### config.mk
export PLATFORM = sky130hd
export DESIGN_NAME = kbd_seg_ctrl
export DESIGN_NICKNAME = d
export VERILOG_FILES = /design/src/rtl/kbd_seg_ctrl.sv
export SDC_FILE = /design/constraint.sdc
export NUM_CORES = 1
export LEC_CHECK = 0
export ABC_AREA = 1
export CORE_MARGIN = 8
export CORE_UTILIZATION = 50
export DETAILED_ROUTE_END_ITERATION = 6
export PLACE_DENSITY = 0.79
export REMOVE_ABC_BUFFERS = 1
export SLEW_MARGIN = 20
export SYNTH_ARGS = -nofsm -noshare
export SYNTH_HDL_FRONTEND = slang
export SYNTH_SLANG_ARGS = --single-unit
### constraint.sdc
create_clock -name clk -period 1.68 [get_ports clk]
set_input_delay 0.336 -clock clk [delete_from_list [all_inputs] [get_ports clk]]
set_output_delay 0.336 -clock clk [all_outputs]
set_load 0.005 [all_outputs]
### src/rtl/kbd_seg_ctrl.sv
// rtl/kbd_seg_ctrl.sv - PS/2 scan-code decoder driving key-code, press-count and blanking displays
module kbd_seg_ctrl #(
    parameter bit COUNT_BCD     = 1'b1,
    parameter bit FILTER_REPEAT = 1'b1
) (
    input  logic       clk,
    input  logic       rst_n,
    input  logic [7:0] ps2_data,
    input  logic       ps2_valid,
    output logic       ps2_ready,
    output logic [7:0] segs_input0_1,
    output logic [7:0] segs_input4_5,
    output logic       segs_enable,
    output logic       key_ext
);

    typedef enum logic [1:0] {
        S_NORM    = 2'd0,
        S_EXT     = 2'd1,
        S_BRK     = 2'd2,
        S_EXT_BRK = 2'd3
    } state_t;

    localparam logic [7:0] B_EXT = 8'hE0;
    localparam logic [7:0] B_BRK = 8'hF0;

    state_t     state_q, state_d;
    logic       ready_q;
    logic [7:0] code_q;
    logic [7:0] cnt_q;
    logic       en_q;
    logic       ext_q;

    logic       accept;
    logic       junk;
    logic       make_ev;
    logic       brk_ev;
    logic       ev_ext;
    logic       match;
    logic [7:0] cnt_inc;

    assign accept = ps2_valid && ready_q;
    assign junk   = (ps2_data == 8'h00) || (ps2_data == 8'hFF);

    always_comb begin
        state_d = state_q;
        make_ev = 1'b0;
        brk_ev  = 1'b0;
        ev_ext  = 1'b0;
        if (accept) begin
            case (state_q)
                S_NORM: begin
                    if (ps2_data == B_EXT)      state_d = S_EXT;
                    else if (ps2_data == B_BRK) state_d = S_BRK;
                    else if (!junk)             make_ev = 1'b1;
                end
                S_EXT: begin
                    if (ps2_data == B_BRK)      state_d = S_EXT_BRK;
                    else if (ps2_data != B_EXT) begin
                        state_d = S_NORM;
                        make_ev = !junk;
                        ev_ext  = 1'b1;
                    end
                end
                default: begin
                    // Prefix bytes after F0 are a protocol error: drop back to NORM silently.
                    state_d = S_NORM;
                    brk_ev  = !junk && (ps2_data != B_EXT) && (ps2_data != B_BRK);
                    ev_ext  = (state_q == S_EXT_BRK);
                end
            endcase
        end
    end

    assign match = en_q && (code_q == ps2_data) && (ext_q == ev_ext);

    always_comb begin
        cnt_inc = cnt_q + 8'd1;
        if (COUNT_BCD) begin
            if (cnt_q[3:0] >= 4'd9) begin
                cnt_inc[3:0] = 4'd0;
                cnt_inc[7:4] = (cnt_q[7:4] >= 4'd9) ? 4'd0 : cnt_q[7:4] + 4'd1;
            end else begin
                cnt_inc = {cnt_q[7:4], cnt_q[3:0] + 4'd1};
            end
        end
    end

    always_ff @(posedge clk) begin
        if (!rst_n) begin
            state_q <= S_NORM;
            ready_q <= 1'b0;
            code_q  <= 8'h00;
            cnt_q   <= 8'h00;
            en_q    <= 1'b0;
            ext_q   <= 1'b0;
        end else begin
            state_q <= state_d;
            ready_q <= !accept;
            if (make_ev) begin
                if (!match) begin
                    en_q   <= 1'b1;
                    code_q <= ps2_data;
                    ext_q  <= ev_ext;
                    cnt_q  <= cnt_inc;
                end else if (!FILTER_REPEAT) begin
                    cnt_q <= cnt_inc;
                end
            end
            if (brk_ev && match) begin
                en_q <= 1'b0;
            end
        end
    end

    assign ps2_ready     = ready_q;
    assign segs_input0_1 = code_q;
    assign segs_input4_5 = cnt_q;
    assign segs_enable   = en_q;
    assign key_ext       = ext_q;

endmodule
== Word level (Yosys, flattened, before mapping) ==
Cells that the tools add are included.

* Register bits: 21
* Input bits: 11
* Output and inout bits: 19
* Logic and storage cells: 60

* $add $sub $neg: 2
* Magnitude comparators: 2
* Equal/unequal tests: 11
* Muxes and demuxes: 20
* Bitwise logic cells: 2
* Reduce and logical (&&, ||, !) cells: 16

{| class="wikitable"
|+ Operators with widths
! cell !! count
|-
| equality test 8 bit (second input constant) || 3
|-
| inequality test 8 bit (second input constant) || 2
|-
| 2-to-1 mux 1 bit || 11
|-
| adder 4 x 1 -> 4 bit (second input constant) || 2
|-
| equality test 8 bit || 1
|-
| >= comparator 4 bit (second input constant) || 2
|-
| logical NOT 8 bit || 1
|-
| 2-to-1 mux 2 bit || 4
|-
| 2-to-1 mux 4 bit || 2
|-
| logical AND 1 bit || 6
|-
| inequality test 3 bit (second input constant) || 2
|-
| AND reduction 3 bit || 2
|-
| case mux 1 bit (2 select lines) || 2
|-
| case mux 2 bit (2 select lines) || 1
|-
| OR reduction 2 bit || 2
|-
| equality test 2 x 1 -> 1 bit (second input constant) || 1
|-
| equality test 2 bit (second input constant) || 1
|-
| logical NOT 1 bit || 2
|-
| logical NOT 2 bit || 1
|-
| NOT 1 bit || 2
|-
| AND reduction 2 bit || 1
|-
| equality test 1 bit || 1
|-
| logical OR 1 bit || 1
|}

== Logic depth before layout (Yosys ltp) ==
Gate-level depths: netlist (run 1).

* Depth after elaboration: 9
* Depth in mapped cells: 14
* Gate-level depth less buffers: 13

== Worst setup path before layout (run 1) ==
No wires, ideal clock.

* Kind: register to register
* From: register cnt_q[0] (netlist: segs_input4_5[0])
* To: register cnt_q[5] (netlist: segs_input4_5[5])
* Library setup time: 0.114 ns
* Data arrival time: 1.460 ns
* Required time: 1.566 ns
* Path slack: 0.106 ns
* Stages on the path, launching flop included: 7
* Buffers on the path: 0
* Period minus slack after synthesis: 1.574 ns
* Path through: dfxtp_1 > inv_1 > ha_1 > a21boi_0 > nand3_4 > a21oi_1 > nor2_1

* Cells in the longest elaborated chain, start to end: 2

{| class="wikitable"
|+ RTL lines
! item !! line !! source
|-
| start, declared || 30 || <nowiki>logic [7:0] cnt_q;</nowiki>
|-
| start signal, assigned || 105 || <nowiki>cnt_q <= cnt_inc;</nowiki>
|-
| start signal, assigned || 107 || <nowiki>cnt_q <= cnt_inc;</nowiki>
|-
| >= comparator 4 bit || 80 || <nowiki>if (cnt_q[3:0] >= 4'd9) begin</nowiki>
|-
| AND reduction 3 bit (no source line) || -- ||
|}

Every way passes these cells.
A chain may end at the register's enable or synchronous reset.

== Worst setup path in the final report (run 1) ==
* From: register cnt_q[0] (netlist: segs_input4_5[0])
* To: output port segs_input4_5[0]

{| class="wikitable"
|+ RTL lines
! item !! line !! source
|-
| end, declared || 12 || <nowiki>output logic [7:0] segs_input4_5,</nowiki>
|}

No word-level cell between the ends.

==> results of run 1 <==
-- per-layer routing --
metal / global-route usage [%] / vias up / wire (um) / part of all wire, %
met5: 0 / - / 0 / 0
met4: 7.16 / 0 / 63 / 1.9
met3: 3.76 / 8 / 256 / 7.6
met2: 28.2 / 40 / 1640 / 49
met1: 16.3 / 608 / 1380 / 41
li1: - / 705 / - / -
-- cell type report --
type / instances / share of cell area, %
flip-flops and latches: 21 / 22.7
well taps: 30 / 1.99
clock inverters: 1 / 0.265
multi-input cells: 143 / 45.3
inverters: 23 / 4.98
repair buffers: 51 / 23.6
clock buffers: 3 / 1.19
-- kinds of logic (layout without fill, tap and decap cells) --
family          Yosys count  in the layout  synth area share, %
buf+inv                  25             78                 8.39
compound gates           28             28                 12.1
xor+xnor                  6              6                 3.91
flops                    21             21                 31.3
fa+ha+maj                 6              6                 5.59
simple gates            103            103                 38.7
-- metrics by stage --
stage / setup TNS, ps / hold WS [ps]
4_1_cts: 0 / 436
3_3_place_gp: -7550 / 497
2_1_floorplan: 0 / 444
5_1_grt: -48.4 / 470
3_5_place_dp: -8830 / 495
6_report: 0 / 424
-- sequential cells by signal, summed over array words and instances (netlist names) --
signal and cells:
segs_input4_5 8, segs_enable 1, state_q 2, segs_input0_1 8, ps2_ready 1, key_ext 1
-- worst max-delay path by stage --
stage	from	endpoint	slack [ps]	cells past startpoint
3_3_place_gp	ps2_data[5]	segs_input4_5[0]	-480	13
6_report	segs_input4_5[0]	segs_input4_5[0]	50	2
3_5_place_dp	ps2_data[7]	segs_input4_5[0]	-540	13
2_1_floorplan	segs_input4_5[0]	segs_input4_5[5]	110	6
5_1_grt	ps2_data[1]	segs_input4_5[5]	-30	15
4_1_cts	segs_input4_5[0]	segs_input4_5[0]	4	2
-- report_power, final --
group	internal [mW]	switching (mW)	total, mW	leakage (nW)
clock	0.0891	0.170	0.259	0.0177
sequential	0.520	0.0190	0.539	0.174
combinational	0.117	0.116	0.233	0.621
total	0.726	0.305	1.03	0.813
-- layout by cell type, fill, tap and decap left out, types with 2 or more instances in the layout --
cell type	instances
o21ai_1	6
nor2_2	2
inv_2	5
nand2_2	13
nor2_4	3
nand3_1	6
nand2_1	26
inv_1	17
clkbuf_4	3
nor2_1	40
o21ai_0	9
o21ai_2	2
a21oi_1	3
dfxtp_2	3
clkdlybuf4s50_1	21
a21oi_2	4
buf_4	21
dfxtp_1	17
xor2_1	6
dlygate4sd2_1	7
ha_1	6
nand4_1	2
nand3_4	2
a31oi_1	2
nand3_2	2
a21boi_0	2
nand2_4	3
-- critical path, stage by stage, from the launching register on --
cell	delay, ps
dfxtp_4	370
buf_4	110
clkdlybuf4s50_1	510
-- what timing repair did --
action                     4_1_cts  5_1_grt
hold buffers                     0        0
gates resized for setup         24        9
pin swaps                        9        2
setup buffers                    4        2
setup endpoints to repair       18        9
==> flow_summary.ini, run 1 <==
[clocking]
cts_root_buf = clkbuf_4
cts_buffers = 3
clk_pin_slew_worst_paths_ps = 130
clock-sinks = 21
cts-htree-levels = 1
cts_tree = built
clk_latency_ps = 310
clk_path_buf_depth = 2

[global_routing]
antenna_found_initial = 0
grt_pass1_wl_um = 5580
grt-ovfl-total = 0
grt_max_degree = 18
grt.total_usage_pct = 15.4
grt_pass1_vias = 1329

[logic_synthesis]
syn-instance-count = 189
netlist.top_cell.by_area = dfxtp_1
yosys-top-cells-area = dfxtp_1 31%, nor2_1 12%, nand2_1 8.1%, ha_1 5.6%, inv_1 5.0%
synthArstFlopShare_pct = 0
synth_seq_cells = 21
ys_warn_count = 0
ys_top_cells_by_count = 42 x nor2_1, 29 x nand2_1, 21 x dfxtp_1, 18 x inv_1, 11 x o21ai_0
yosys.area.top_type_share_pct = 31.3
synth_edf_count = 0
yosysMostFrequentCell = nor2_1
synth.distinct_cells = 27
ys_seq_area_share_pct = 31.3
netlist_area_um2 = 1340
synth_ff_type = dfxtp_1
synth_area_per_cell_um2 = 7.10

[timing]
relSlewSlack_pct = 77.1
tightest_slew_ps = 340
fin_crit_ps = 1630
drv_slew = 0
final-hold-violation-count = 0
timing.final.ws_setup_ps = 49.5
skew_ps = 7.27
setup_viol = 0
finalCritPeriodShare_pct = 97.1
fmax_ghz = 0.613

[setup_path]
end_kind = output port
r2r_slack_ps = 120
crit_arrival_ps = 1290
critPathMaxFanout = 3
r2r_cells = 10
r2r_start = segs_input0_1[7]
cp_data_required_time_ps = 1340
r2r-end = segs_input4_5[0]
critical_path_class = flop to output port
startpoint_type = flop

[drt]
drc = 0
num_vias = 1361
vias_per_cell = 5.00
drtIter0Drc = 62
wl_per_cell_um = 12.3
drt_wl_total_um = 3350
ant_nets = 0
dr.pass1.iters = 4

[final_layout]
drive_gt1_share_pct = 28.9
layout.nets = 260
fin_cells = 272
antenna_cells = 0
stdcell_area_um2 = 1890
multi_input_area_um2 = 853
register_area_um2 = 428
final.fill_count = 200
utilization_pct = 74.8
area_delta_synth_final_pct = 40.4

[placed_design]
io_buffer_count = 29
dp.cells = 262
dpl_cell_area_um2 = 1760
dpl.hpwl_um = 2540
pre_cts_ws_ps = -543
gp_congestion = 0.843

[floorplanning]
die_y_um = 67.8
initial_core_util_pct = 53.2
ios = 30
rows = 18
core_um2 = 2520
dieWidth_um = 67.8
die-area_um2 = 4600

[pwr]
total_power_mw = 1.03
power_density_nw_per_um2 = 547
ir_worst_vdd_mv = 0.476
leakage_nw = 0.813

[hold_path]
min-delay-start = ps2_data[4]
hold_end = segs_input0_1[4]
min_path_type = input port to flop
min_path_cells = 4

[status]
status = finished clean

[run]
maxCapViolCount = 0
Note: power is estimated with default switching activity, not from simulation.
==> run 2: changes to the inputs <==
==> constraint.sdc (replaced) <==
create_clock -name clk -period 1.68 [get_ports clk]
set_input_delay 0.336 -clock clk [delete_from_list [all_inputs] [get_ports clk]]
set_output_delay 0.336 -clock clk [all_outputs]
set_load 0.02 [all_outputs]
==> run 2 against run 1 <==
  * Sequential power hardly changed
  * Maximum frequency is 1.9% lower
  * Final area is 2.4% higher
  * Clock-buffer cell count stayed put
  * Largest cell class unchanged
  * Largest power group unchanged
==> flow_summary.ini, run 2 (same netlist as run 1, synthesis figures left out) <==
[clocking]
clk_latency_ps = 330
clock-sinks = 21
clk_pin_slew_worst_paths_ps = 140
hold_buffers = 0
cts-htree-levels = 1
cts_buffers = 3
cts_tree = built
clk_path_buf_depth = 2
cts_root_buf = clkbuf_4

[placed_design]
io_buffer_count = 29
gp_congestion = 0.840
dp.cells = 261
dpl.hpwl_um = 2680

[setup_path]
r2r_start = segs_input4_5[4]
crit_arrival_ps = 1920
crit_path_end = segs_input4_5[7]
end_kind = flop
r2r_slack_ps = 110
cp_data_required_time_ps = 1930
cp-startpoint = ps2_valid
critical_path_class = input port to flop
startpoint_type = input port
r2r-end = segs_input4_5[5]
r2r_cells = 6
critPathMaxFanout = 3

[floorplanning]
rows = 18
dieWidth_um = 67.8
die_y_um = 67.8
initial_core_util_pct = 53.2
ios = 30
die-area_um2 = 4600
core_um2 = 2520

[global_routing]
antenna_found_initial = 0
grt_pass1_vias = 1455
grt_max_degree = 18
grt-ovfl-total = 0
grt.total_usage_pct = 17.3
grt_pass1_wl_um = 6150

[final_layout]
final_cell_mix = 39 x nor2_1, 24 x nand2_1, 19 x dfxtp_1, 19 x buf_4, 17 x inv_1
layout.nets = 261
antenna_cells = 0
utilization_pct = 76.5
area_delta_synth_final_pct = 43.8
drive_gt1_share_pct = 30.5
multi_input_area_um2 = 873
layout_commonest_cell = nor2_1
register_area_um2 = 423
final.fill_count = 202
fin_cells = 273

[pwr]
power_density_nw_per_um2 = 550
ir_worst_vdd_mv = 0.504
leakage_nw = 0.949

[drt]
drc = 0
vias_per_cell = 5.12
num_vias = 1397
ant_nets = 0
dr.pass1.iters = 4
wl_per_cell_um = 13.9
drtIter0Drc = 92
drt_wl_total_um = 3790

[timing]
fin_crit_ps = 1660
finalCritPeriodShare_pct = 98.9
rsz0062_at_grt = true
relSlewSlack_pct = 71.3
fmax_ghz = 0.602
final-hold-violation-count = 0
drv_slew = 0
skew_ps = 12.4
setup_viol = 0
tightest_slew_ps = 426

[hold_path]
min_path_type = input port to flop
min_path_cells = 3

[run]
maxCapViolCount = 0

[status]
status = finished clean
[run 2: cell types whose count changed in the layout (fill, tap and decap cells not counted), sizes merged]
cell           change
dlymetal6s2s       +4
clkdlybuf4s50     -18
dlygate4sd2        +9
clkdlybuf4s15      +5
buf                +1
[run 2: layer usage]
metal  vias up  share of wire (%)  global-route usage, %
met5         -                  0                      0
met2        40                 50                   31.4
met1       638                 40                   16.9
met4         0                4.4                   12.5
met3        15                5.0                   4.08
li1        704                  -                      -
[run 2: final cells by class]
class / instances / area share (%)
inverters: 23 / 4.60
clock buffers: 3 / 1.17
multi-input cells: 143 / 45.2
well taps: 30 / 1.94
clock inverters: 1 / 0.259
repair buffers: 52 / 24.9
flip-flops and latches: 21 / 21.9
[run 2: report_power, final]
group / total, mW / switching (mW) / internal [mW]
sequential: 0.541 / 0.0204 / 0.521
clock: 0.269 / 0.180 / 0.0894
combinational: 0.252 / 0.143 / 0.109
total: 1.06 / 0.343 / 0.719
[run 2: what timing repair did]
item                       4_1_cts  5_1_grt
setup buffers                    4        4
pin swaps                       11       11
setup endpoints to repair       31       18
gates resized for setup         33       26
[run 2: through the flow]
step	setup TNS (ps)	total power [mW]	cell area [um^2]	hold WS [ps]	setup WS (ps)
global placement	-7500	0.787	1760	496	-474
floorplan	-56.7	0.672	1320	444	-23.4
detailed placement	-9460	0.794	1760	502	-567
finish	0	1.06	1930	377	18.2
CTS	0	1.06	1840	427	2.99
global route	-452	1.11	1930	415	-62.0
[run 2: worst min-delay path by stage]
stage                     startpoint                to  slack [ps]
finish                   ps2_data[1]  segs_input0_1[1]         380
global route             ps2_data[1]  segs_input0_1[1]         410
CTS                      ps2_data[1]  segs_input0_1[1]         430
detailed placement  segs_input0_1[7]  segs_input0_1[7]         500
global placement    segs_input4_5[7]  segs_input4_5[7]         500
floorplan                      rst_n  segs_input0_1[3]         440
[run 2: worst max-delay path, stage by stage]
cell	delay, ps
clkdlybuf4s50_1	460
nand2_1	110
nor2_2	250
nand3_2	140
nand3_4	140
buf_6	120
buf_4	110
nand4_1	80
a21oi_1	160
